--- config.mk ---
export PLATFORM = sky130hd
export DESIGN_NAME = demux16b1_2_buf
export DESIGN_NICKNAME = d
export VERILOG_FILES = /design/src/rtl/demux16b1_2_buf.sv
export SDC_FILE = /design/constraint.sdc
export NUM_CORES = 1
export LEC_CHECK = 0
export CAP_MARGIN = 20
export CORE_MARGIN = 2
export CORE_UTILIZATION = 59
export CTS_BUF_LIST = sky130_fd_sc_hd__clkbuf_4 sky130_fd_sc_hd__clkbuf_8
export DETAILED_ROUTE_END_ITERATION = 10
export GPL_ROUTABILITY_DRIVEN = 0
export GPL_TIMING_DRIVEN = 1
export HOLD_SLACK_MARGIN = 0.12
export PLACE_DENSITY_LB_ADDON = 0.3
export SYNTH_ARGS = -nofsm -noshare
export SYNTH_HDL_FRONTEND = slang
export SYNTH_SLANG_ARGS = --single-unit
--- constraint.sdc ---
create_clock -name CLK -period 3.8 [get_ports CLK]
set_input_delay 0.76 -clock CLK [delete_from_list [all_inputs] [get_ports CLK]]
set_output_delay 0.76 -clock CLK [all_outputs]
set_load 0.1 [all_outputs]
--- src/rtl/demux16b1_2_buf.sv ---
// 1-to-2 demultiplexer: one valid/ready input stream steered by S
// into two independent FIFO lanes, each drained by its own consumer.
module demux16b1_2_buf #(
    parameter int WIDTH = 16,
    parameter int DEPTH = 2
) (
    input  logic                       CLK,
    input  logic                       Reset,
    input  logic [WIDTH-1:0]           I,
    input  logic                       S,
    input  logic                       in_vld,
    output logic                       in_rdy,
    output logic [WIDTH-1:0]           O0,
    output logic                       V0,
    input  logic                       R0,
    output logic [WIDTH-1:0]           O1,
    output logic                       V1,
    input  logic                       R1,
    output logic [$clog2(DEPTH+1)-1:0] cnt0,
    output logic [$clog2(DEPTH+1)-1:0] cnt1
);

    localparam int AW = $clog2(DEPTH);
    localparam int CW = $clog2(DEPTH+1);
    localparam logic [CW-1:0] FULL_CNT = CW'(DEPTH);

    logic [WIDTH-1:0] mem_q [2][DEPTH];
    logic [AW-1:0]    wp_q  [2];
    logic [AW-1:0]    wp_d  [2];
    logic [AW-1:0]    rp_q  [2];
    logic [AW-1:0]    rp_d  [2];
    logic [CW-1:0]    cnt_q [2];
    logic [CW-1:0]    cnt_d [2];

    logic [1:0] full;
    logic [1:0] vld;
    logic [1:0] push;
    logic [1:0] pop;
    logic [1:0] rdy_lane;

    // Push acceptance never looks at the consumer readies.
    always_comb begin
        full[0]  = (cnt_q[0] == FULL_CNT);
        full[1]  = (cnt_q[1] == FULL_CNT);
        vld[0]   = (cnt_q[0] != '0);
        vld[1]   = (cnt_q[1] != '0);
        rdy_lane = {R1, R0};
        in_rdy   = S ? !full[1] : !full[0];
        push[0]  = in_vld && in_rdy && !S;
        push[1]  = in_vld && in_rdy && S;
        pop      = vld & rdy_lane;
    end

    always_comb begin
        for (int k = 0; k < 2; k++) begin
            wp_d[k]  = wp_q[k] + AW'(push[k]);
            rp_d[k]  = rp_q[k] + AW'(pop[k]);
            cnt_d[k] = cnt_q[k] + CW'(push[k]) - CW'(pop[k]);
        end
    end

    always_ff @(posedge CLK or posedge Reset) begin
        if (Reset) begin
            for (int k = 0; k < 2; k++) begin
                wp_q[k]  <= '0;
                rp_q[k]  <= '0;
                cnt_q[k] <= '0;
                for (int e = 0; e < DEPTH; e++) begin
                    mem_q[k][e] <= '0;
                end
            end
        end else begin
            for (int k = 0; k < 2; k++) begin
                wp_q[k]  <= wp_d[k];
                rp_q[k]  <= rp_d[k];
                cnt_q[k] <= cnt_d[k];
                if (push[k]) begin
                    mem_q[k][wp_q[k]] <= I;
                end
            end
        end
    end

    // Heads are forced to zero while a lane is empty.
    assign V0   = vld[0];
    assign V1   = vld[1];
    assign O0   = vld[0] ? mem_q[0][rp_q[0]] : '0;
    assign O1   = vld[1] ? mem_q[1][rp_q[1]] : '0;
    assign cnt0 = cnt_q[0];
    assign cnt1 = cnt_q[1];

endmodule
==> reports/qor_table.md, run 1 <==
| Metric | Reported | Unit |
|---|---|---|
| Run status | complete, no violations | - |
| Die width | 81.8 | um |
| Period Utilization, post-route | 73.5 | % |
| Unrepaired setup endpoints after global routing | false | - |
| Instance count of the mapped netlist | 250 | - |
| Vias | 2,052 | - |
| First-pass GRT wire length | 10,700 | um |
| Drt drc | 0 | - |
| TritonCTS clock tree | yes | - |
| Number of max-cap violations | 0 | - |
| Clock edge transition at the registers on the reported setup and hold paths | 0.06 | ns |
| Via/cell ratio | 5.23 | - |
| Antenna violations before repair | 0 | - |
| Core Box Area | 5890 | um^2 |
| Die extent in y | 81.8 | um |
| Worst reg2reg endpoint | mem_q[62]$_DFFE_PP0P_ | - |
| Number of rows in the core area | 28 | - |
| Final wirelength | 6690 | um |
| Drt wl/cell | 17.1 | um |
| Worst EP arrival | 2.03 | ns |
| Register-to-register setup slack | 1.72 | ns |
| CTS sink cnt | 72 | - |
| Area of the mapped netlist | 3570 | um^2 |
| Number of clock buffers inserted by TritonCTS | 9 | - |
| Minimum period implied by the final worst setup slack | 2.79 | ns |
| Skew-Pair Late Insertion Delay | 0.35 | ns |
| Transition at the pin with the smallest max-transition slack | 1.04 | ns |
| Initial core utilization | 60.7 | % |
| Hold Path Origin | mem_q[19]$_DFFE_PP0P_ | - |
| Total Negative Setup Slacks | 0 | ns |
| Drt first pass iters | 4 | - |
| Finished Layout Cells | 392 | - |
| Number of port buffers | 60 | - |
| Worst Setup End Kind | output pin | - |
| Setup Crit Path Kind | reg -> out | - |
| Total count of hold-check failures in the final report | 0 | - |
| Pin count of the biggest net entering global routing | 73 | - |
| Max FO, Critical Path | 17 | - |
| Post-synthesis sequential area ratio | 50.4 | % |
| Launch instance of the worst register-to-register path | cnt0[0]$_DFF_PP0_ | - |
| Highest achievable clock rate | 358 | MHz |
| Total half-perimeter wirelength after legalization and detailed placement | 4490 | um |
| Top-level port count | 61 | - |
| Net count of the mapped netlist | 280 | - |
| Residual antenna-violating net count after detailed routing | 0 | - |
| Clock tree skew after final layout | 0.0105 | ns |
| Launching element type of the critical path | flip-flop | - |
| Cells on worst reg2reg path | 5 | - |
| Number of global-route vias before repair | 2,058 | - |
| ANT cells | 0 | - |
| Max Transition Viols Final | 0 | - |
| Number of distinct library cell variants in the gate-level netlist after synthesis | 19 | - |
| Depth of the worst hold-timing path | 1 | - |
| Overall global routing resource usage | 22.1 | % |
| Cell Count Post-Placement | 376 | - |
| Area Growth Syn to Fin | 19.1 | % |
| Final net count | 342 | - |
| CTS hold repair buffers | 0 | - |
| H-Tree Depth | 3 | - |
| Total grt overflow | 0 | - |
| Overall die area | 6700 | um^2 |
| Destination of the worst hold path | mem_q[19]$_DFFE_PP0P_ | - |
| Fraction of layout instances using a drive strength above 1 | 39.1 | % |
| Total setup violations reported at the end of the flow | 0 | - |
| # Post-CTS Setup Buffers | 0 | - |
| Worst rel slew slack | 30.9 | % |
| Class of the most critical hold timing path | reg -> reg | - |
| Yosys warning total | 0 | - |
| Root buffer cell | sky130_fd_sc_hd__clkbuf_8 | - |
| Number of DRC markers after the initial detailed-route iteration | 48 | - |
| Clock Path Buffers | 2 | - |
| Worst endpoint required time | 3.04 | ns |
| Post-synthesis sequential element count | 72 | - |
| Number of gates resized after cts | 0 | - |
| Post-Synthesis Mean Instance Area | 14.3 | um^2 |
## flip-flops by register name, indices dropped and copies added, names as in the netlist
register  cells
cnt0          2
rp_q          2
mem_q        64
wp_q          2
cnt1          2
## cells in the mapped netlist
cell,number,area (um^2)
sky130_fd_sc_hd__buf_12,4,80.1
sky130_fd_sc_hd__mux2i_1,32,320
sky130_fd_sc_hd__mux2_2,25,282
sky130_fd_sc_hd__nor2_1,32,120
sky130_fd_sc_hd__and3b_1,1,8.76
sky130_fd_sc_hd__nand3_1,1,5.00
sky130_fd_sc_hd__nand3b_1,1,7.51
sky130_fd_sc_hd__buf_8,2,30.0
sky130_fd_sc_hd__and3_1,1,6.26
sky130_fd_sc_hd__o21ai_0,2,10.0
sky130_fd_sc_hd__mux2_4,40,601
sky130_fd_sc_hd__dfrtp_1,72,1800
sky130_fd_sc_hd__buf_6,6,67.6
sky130_fd_sc_hd__nor2_2,2,12.5
sky130_fd_sc_hd__xnor2_1,6,52.6
sky130_fd_sc_hd__nand2b_1,2,12.5
sky130_fd_sc_hd__buf_4,2,15.0
sky130_fd_sc_hd__inv_1,11,41.3
sky130_fd_sc_hd__ha_1,8,100
## cell families after synthesis
family,share of synthesized area [%]
simple gates,4.83
buf+inv,6.55
fa+ha+maj,2.80
xor+xnor,1.47
mux,33.6
flops,50.4
compound gates,0.280
## critical path: stages (launching register included)
cell	delay, ns
sky130_fd_sc_hd__dfrtp_1	1.03
sky130_fd_sc_hd__mux2i_1	0.23
sky130_fd_sc_hd__nor2_1	0.13
sky130_fd_sc_hd__buf_4	0.30
## per-stage QoR
stage          util [%]  hold WS (ns)  setup WS (ns)  cell area [um^2]
6_report           72.3         0.507           1.01              4260
5_1_grt            72.3         0.524          0.901              4260
4_1_cts            72.3         0.510          0.980              4260
3_5_place_dp       68.4         0.494          0.989              4030
3_3_place_gp       68.4         0.488           1.07              4030
2_1_floorplan         -         0.480          0.396              3570
## cells in the final DEF (no fill, tap or decap)
master / Yosys / routed
sky130_fd_sc_hd__bufinv_16: 0 / 2
sky130_fd_sc_hd__buf_4: 2 / 40
sky130_fd_sc_hd__and3b_1: 1 / 1
sky130_fd_sc_hd__mux2_4: 40 / 40
sky130_fd_sc_hd__mux2_2: 25 / 25
sky130_fd_sc_hd__clkinv_2: 0 / 2
sky130_fd_sc_hd__nor2_1: 32 / 32
sky130_fd_sc_hd__inv_1: 11 / 10
sky130_fd_sc_hd__nand2b_1: 2 / 2
sky130_fd_sc_hd__nor2_2: 2 / 2
sky130_fd_sc_hd__dfrtp_1: 72 / 72
sky130_fd_sc_hd__xnor2_1: 6 / 6
sky130_fd_sc_hd__and3_1: 1 / 1
sky130_fd_sc_hd__clkdlybuf4s50_1: 0 / 25
sky130_fd_sc_hd__nand3b_1: 1 / 1
sky130_fd_sc_hd__nand3_1: 1 / 1
sky130_fd_sc_hd__inv_2: 0 / 1
sky130_fd_sc_hd__o21ai_0: 2 / 2
sky130_fd_sc_hd__ha_1: 8 / 8
sky130_fd_sc_hd__mux2i_1: 32 / 32
sky130_fd_sc_hd__clkbuf_8: 0 / 11
sky130_fd_sc_hd__clkinv_4: 0 / 1
## worst max path at each step
stage	endpoint	from	slack, ns	cells after the start
final	O0[14]	rp_q[1]$_DFF_PP0_	1.01	3
after global routing	O1[2]	rp_q[0]$_DFF_PP0_	0.90	3
after CTS	O0[14]	rp_q[1]$_DFF_PP0_	0.98	3
after detailed placement	mem_q[14]$_DFFE_PP0P_	S	0.99	5
after global placement	mem_q[30]$_DFFE_PP0P_	S	1.07	5
after floorplan	O0[10]	cnt0[1]$_DFF_PP0_	0.40	3
## area by class of cell
| cell class | instances | area, um^2 |
|---|---|---|
| flip-flops and latches | 72 | 1800 |
| fillers | 406 | 1630 |
| multi-input cells | 153 | 1540 |
| repair buffers | 65 | 551 |
| clock buffers | 11 | 151 |
| well taps | 75 | 93.8 |
| clock inverters | 5 | 78.8 |
| inverters | 11 | 41.3 |
## per-layer routing
layer	up-vias	global-route usage [%]	part of all wire, %
met5	-	0	0
met4	0	5.50	1.0
met3	8	6.48	4.5
met2	39	34.5	48
met1	1036	30.7	46
li1	969	-	-
Power of run 1 is not shown: default switching activity piles up to over one toggle a cycle in this logic, so the estimate is an artifact.
==> run 2: changes to the inputs <==
--- a/config.mk
+++ b/config.mk
@@ -7,7 +7,7 @@
 export LEC_CHECK = 0
 export CAP_MARGIN = 20
 export CORE_MARGIN = 2
-export CORE_UTILIZATION = 59
+export CORE_UTILIZATION = 55
 export CTS_BUF_LIST = sky130_fd_sc_hd__clkbuf_4 sky130_fd_sc_hd__clkbuf_8
 export DETAILED_ROUTE_END_ITERATION = 10
 export GPL_ROUTABILITY_DRIVEN = 0
==> constraint.sdc (replaced) <==
create_clock -name CLK -period 2.66 [get_ports CLK]
set_input_delay 0.532 -clock CLK [delete_from_list [all_inputs] [get_ports CLK]]
set_output_delay 0.532 -clock CLK [all_outputs]
set_load 0.1 [all_outputs]
==> run 2 against run 1 <==
Sequential cell count stayed put. Via count up 5.5%. Highest routed layer unchanged. Largest cell class unchanged. Final cell count grew 3.3%. Design area increased by 16%. Global-route usage is 0.79 points higher. Routed wire length up 13%. Worst setup slack worse by 0.60 ns. Count of clock-buffer cells in the layout is 2 lower. Register-to-register slack worse by 0.85 ns.
==> reports/qor_table.md, run 2 (synthesis results as in run 1) <==
| Metric | Reported | Unit |
|---|---|---|
| Setup Crit Path Kind | reg -> out | - |
| Highest achievable clock rate | 444 | MHz |
| Multi-input combinational cell area | 1670 | um^2 |
| Class of the most critical hold timing path | reg -> reg | - |
| Total count of hold-check failures in the final report | 0 | - |
| Total grt overflow | 0 | - |
| Number of DRC markers after the initial detailed-route iteration | 97 | - |
| Root buffer cell | sky130_fd_sc_hd__clkbuf_8 | - |
| Util after Layout | 78.2 | % |
| Number of gates resized after cts | 0 | - |
| Drt first pass iters | 4 | - |
| Max FO, Critical Path | 14 | - |
| Worst endpoint required time | 2.13 | ns |
| Via/cell ratio | 5.35 | - |
| Max Transition Viols Final | 0 | - |
| Initial core utilization | 56.6 | % |
| Most frequent cells in the layout | sky130_fd_sc_hd__dfrtp_1, sky130_fd_sc_hd__mux2_4, sky130_fd_sc_hd__buf_12, sky130_fd_sc_hd__mux2i_1, sky130_fd_sc_hd__mux2_2 | - |
| Worst rel slew slack | 70.9 | % |
| Final wirelength | 7550 | um |
| Family of cells with the greatest summed delay on the critical path | simple AND/OR/NAND/NOR gates | - |
| Drt drc | 0 | - |
| First-pass GRT wire length | 12,400 | um |
| Most used cell, CP | sky130_fd_sc_hd__buf_12 | - |
| Most flop-heavy register | mem_q | - |
| ANT cells | 0 | - |
| Fraction of layout instances using a drive strength above 1 | 47.9 | % |
| Flip-flop count of the largest register after layout | 64 | - |
| Clock edge transition at the registers on the reported setup and hold paths | 0.08 | ns |
| Cell Chain, Critical Path | nor2_2 -> buf_12 -> nor2_1 -> buf_12 | - |
| Pin count of the biggest net entering global routing | 73 | - |
| Final net count | 353 | - |
| Unrepaired setup endpoints after global routing | false | - |
| Core Box Area | 6310 | um^2 |
| Total half-perimeter wirelength after legalization and detailed placement | 5360 | um |
| Die extent in y | 84.6 | um |
| Minimum period implied by the final worst setup slack | 2.25 | ns |
| Leading cell type in the layout, fill and taps excluded | sky130_fd_sc_hd__dfrtp_1 | - |
| Number of clock buffers inserted by TritonCTS | 9 | - |
| Highest cell delay on the worst timing path | 0.44 | ns |
| Clock Path Buffers | 2 | - |
| Cell with the largest stage delay on the worst path | sky130_fd_sc_hd__dfrtp_1 | - |
| Worst hold slack after final layout | 0.508 | ns |
| Setup Slack @ Placement | 0.377 | ns |
| Vias | 2,165 | - |
| Transition at the pin with the smallest max-transition slack | 0.437 | ns |
| Total setup violations reported at the end of the flow | 0 | - |
| TritonCTS clock tree | yes | - |
| Overall die area | 7160 | um^2 |
| Top-level port count | 61 | - |
| Antenna violations before repair | 0 | - |
| Clock tree skew after final layout | 0.00412 | ns |
| Launching element type of the critical path | flip-flop | - |
| CTS hold repair buffers | 0 | - |
| Worst Setup End Kind | output pin | - |
| Worst EP arrival | 1.72 | ns |
| # Post-CTS Setup Buffers | 0 | - |
| Period Utilization, post-route | 84.6 | % |
| Post-route worst setup slack | 0.410 | ns |
| Drt wl/cell | 18.7 | um |
| Die width | 84.6 | um |
| Register-to-register setup slack | 0.87 | ns |
| Number of port buffers | 60 | - |
| Number of rows in the core area | 29 | - |
| Skew-Pair Late Insertion Delay | 0.35 | ns |
| Area Growth Syn to Fin | 38.2 | % |
| CTS sink cnt | 72 | - |
| Crit path buffers/inverters | 2 | - |
| Number of max-cap violations | 0 | - |
| Run status | complete, no violations | - |
| Overall global routing resource usage | 22.9 | % |
| Filler instances | 351 | - |
| H-Tree Depth | 3 | - |
| Residual antenna-violating net count after detailed routing | 0 | - |
| Number of global-route vias before repair | 2,351 | - |
| Storage cell area | 1800 | um^2 |
run 2: changes by cell type in the layout (fill, tap and decap cells not counted), moves of 2 or more:
cell	delta
sky130_fd_sc_hd__nor2_4	+17
sky130_fd_sc_hd__buf_12	+37
sky130_fd_sc_hd__clkbuf_8	-2
sky130_fd_sc_hd__clkdlybuf4s50_1	-4
sky130_fd_sc_hd__buf_4	-22
sky130_fd_sc_hd__nor2_1	-18
run 2: final timing paths:
kind / from / end / cells after the start
setup / recovery: cnt1[1]$_DFF_PP0_ / O1[14] / 4
hold / removal: mem_q[61]$_DFFE_PP0P_ / mem_q[61]$_DFFE_PP0P_ / 1
setup reg to reg: cnt1[1]$_DFF_PP0_ / mem_q[22]$_DFFE_PP0P_ / 5
hold reg to reg: mem_q[61]$_DFFE_PP0P_ / mem_q[61]$_DFFE_PP0P_ / 1
max in group asynchronous: Reset / mem_q[46]$_DFFE_PP0P_ / 3
min in group asynchronous: Reset / mem_q[48]$_DFFE_PP0P_ / 3
run 2: layer usage:
metal	global-route usage [%]	wire (um)	part of all wire, %	vias up
li1	-	-	-	992
met1	29.3	3220	43	1128
met2	39.3	4030	53	36
met3	4.03	189	2.5	9
met4	8.23	109	1.4	0
met5	0	0	0	-
run 2: final cells by class:
cell class	count	area share, %
clock buffer	9	2.51
clock inverter	7	2.43
inverter	11	0.836
multi-input combinational	153	33.8
sequential	72	36.5
tap	77	1.95
timing repair buffer	76	22.0
run 2: stage by stage:
stage | TNS [ns] | instances | area (um^2)
floorplan | -4.98 | 250 | 3700
detailed placement | 0 | 389 | 4690
finish | 0 | 405 | 4940
CTS | 0 | 405 | 4940
global route | 0 | 405 | 4940
global placement | 0 | 389 | 4690
Power of run 2 is left out for the same reason.
==> run 3: changes to the inputs <==
--- a/config.mk
+++ b/config.mk
@@ -7,7 +7,7 @@
 export LEC_CHECK = 0
 export CAP_MARGIN = 20
 export CORE_MARGIN = 2
-export CORE_UTILIZATION = 55
+export CORE_UTILIZATION = 50
 export CTS_BUF_LIST = sky130_fd_sc_hd__clkbuf_4 sky130_fd_sc_hd__clkbuf_8
 export DETAILED_ROUTE_END_ITERATION = 10
 export GPL_ROUTABILITY_DRIVEN = 0
==> constraint.sdc (replaced) <==
create_clock -name CLK -period 1.9 [get_ports CLK]
set_input_delay 0.38 -clock CLK [delete_from_list [all_inputs] [get_ports CLK]]
set_output_delay 0.38 -clock CLK [all_outputs]
set_load 0.1 [all_outputs]
==> run 3 against run 2 <==
Via count up 1.8%. The run now ends with setup timing left. Critical path depth is the same. Global-route usage decreased by 2.0 points. Worst setup slack got worse by 0.44 ns. Core utilization is 1.8 points lower. Count of clock-buffer cells in the layout rose by 3.
==> reports/qor_table.md, run 3 (synthesis results as in run 1) <==
| Metric | Reported | Unit |
|---|---|---|
| First-pass GRT wire length | 12,400 | um |
| Drt wl/cell | 17.0 | um |
| Number of global-route vias before repair | 2,364 | - |
| Finished Layout Cells | 433 | - |
| Antenna violations before repair | 0 | - |
| Total stage count of the critical path | 4 | - |
| Final wirelength | 7350 | um |
| Clock tree skew after final layout | 0.00701 | ns |
| Worst hold slack after final layout | 0.488 | ns |
| Most frequent cells in the layout | sky130_fd_sc_hd__dfrtp_1, sky130_fd_sc_hd__buf_12, sky130_fd_sc_hd__mux2_4, sky130_fd_sc_hd__mux2_2 | - |
| TritonCTS clock tree | yes | - |
| Launching element type of the critical path | flip-flop | - |
| Root buffer cell | sky130_fd_sc_hd__clkbuf_8 | - |
| Drt first pass iters | 4 | - |
| CTS sink cnt | 72 | - |
| Unrepaired setup endpoints after global routing | true | - |
| Fraction of layout instances using a drive strength above 1 | 58.8 | % |
| Most flop-heavy register | mem_q | - |
| Die extent in y | 88.5 | um |
| Critical Path Source | rp_q[0]$_DFF_PP0_ | - |
| Die width | 88.5 | um |
| Filler instances | 407 | - |
| Vias | 2,203 | - |
| Violated checks | setup timing | - |
| Family of cells with the greatest summed delay on the critical path | buffers and inverters | - |
| Cells on worst reg2reg path | 7 | - |
| Overall global routing resource usage | 20.9 | % |
| Highest achievable clock rate | 519 | MHz |
| Period Utilization, post-route | 101 | % |
| Highest cell delay on the worst timing path | 0.37 | ns |
| Skew-Pair Late Insertion Delay | 0.34 | ns |
| Class of the most critical hold timing path | in -> async | - |
| Crit path buffers/inverters | 2 | - |
| Max FO, Critical Path | 10 | - |
| Worst rel slew slack | 73.9 | % |
| Total half-perimeter wirelength after legalization and detailed placement | 5120 | um |
| Total setup violations reported at the end of the flow | 1 | - |
| Number of rows in the core area | 30 | - |
| Pin count of the biggest net entering global routing | 73 | - |
| Max Transition Viols Final | 0 | - |
| Final net count | 362 | - |
| Clock Path Buffers | 2 | - |
| Minimum period implied by the final worst setup slack | 1.93 | ns |
| Worst endpoint required time | 1.52 | ns |
| Setup Crit Path Kind | reg -> out | - |
| Leading cell type in the layout, fill and taps excluded | sky130_fd_sc_hd__dfrtp_1 | - |
| Worst Setup End Kind | output pin | - |
| Total Negative Setup Slacks | -0.0274 | ns |
| Post-route worst setup slack | -0.0274 | ns |
| Clock edge transition at the registers on the reported setup and hold paths | 0.07 | ns |
| Core Box Area | 6870 | um^2 |
| Number of max-cap violations | 0 | - |
| Cell with the largest stage delay on the worst path | sky130_fd_sc_hd__dfrtp_1 | - |
| Top-level port count | 61 | - |
| Run status | finished, violations left | - |
| Number of DRC markers after the initial detailed-route iteration | 90 | - |
| Initial core utilization | 52.0 | % |
| Number of clock buffers inserted by TritonCTS | 9 | - |
| ANT cells | 0 | - |
| Cell Count Post-Placement | 412 | - |
| Total grt overflow | 0 | - |
| Overall die area | 7840 | um^2 |
| Worst EP arrival | 1.55 | ns |
| H-Tree Depth | 3 | - |
| Area Growth Syn to Fin | 46.8 | % |
| Transition at the pin with the smallest max-transition slack | 0.392 | ns |
| Flip-flop count of the largest register after layout | 64 | - |
| Number of port buffers | 60 | - |
| Drt drc | 0 | - |
| Cell Chain, Critical Path | buf_4 -> mux2i_1 -> nor2_4 -> buf_12 | - |
| Via/cell ratio | 5.09 | - |
| Total count of hold-check failures in the final report | 0 | - |
| Residual antenna-violating net count after detailed routing | 0 | - |
| Register-to-register setup slack | 0.17 | ns |
| Util after Layout | 76.4 | % |
| Launch instance of the worst register-to-register path | cnt1[1]$_DFF_PP0_ | - |
## run 3: area by class of cell
class | instances | area, um^2 | share of cell area, %
flip-flops and latches | 72 | 1820 | 34.6
multi-input cells | 153 | 1800 | 34.3
repair buffers | 85 | 1240 | 23.6
clock buffers | 12 | 165 | 3.15
well taps | 96 | 120 | 2.29
inverters | 11 | 52.6 | 1.00
clock inverters | 4 | 51.3 | 0.978
## run 3: path summary, 6_finish.rpt
| path | endpoint |
|---|---|
| hold reg to reg | mem_q[26]$_DFFE_PP0P_ |
| setup reg to reg | cnt1[1]$_DFF_PP0_ |
| min in group CLK | mem_q[26]$_DFFE_PP0P_ |
| hold / removal | mem_q[22]$_DFFE_PP0P_ |
| max in group asynchronous | cnt1[1]$_DFF_PP0_ |
| setup / recovery | O1[0] |
## run 3: metrics by stage
stage               worst slack, ns  instance area, um^2
detailed placement           -0.113                 4890
global route                -0.0776                 5250
global placement            -0.0602                 4890
floorplan                   -0.0625                 3800
CTS                         -0.0315                 5150
finish                      -0.0274                 5250
## run 3: metal layers
metal | track usage (%) | share of wire [%]
met1 | 28.8 | 45
met2 | 33.7 | 51
met3 | 4.66 | 3.7
met4 | 5.65 | 1.3
met5 | 0 | 0
## run 3: timing repair
| item | in CTS | in global routing |
|---|---|---|
| setup endpoints to repair | 28 | 34 |
| buffers inserted | 5 | 0 |
| resized for setup | 3 | 20 |
| hold buffers | 0 | 0 |
| pin swaps | 2 | 2 |
## run 3: worst min-delay path, cell delays in order
cell and delay [ns]:
sky130_fd_sc_hd__clkdlybuf4s50_1 0.44, sky130_fd_sc_hd__clkinvlp_4 0.10, sky130_fd_sc_hd__buf_12 0.31
Power of run 3 is left out for the same reason.
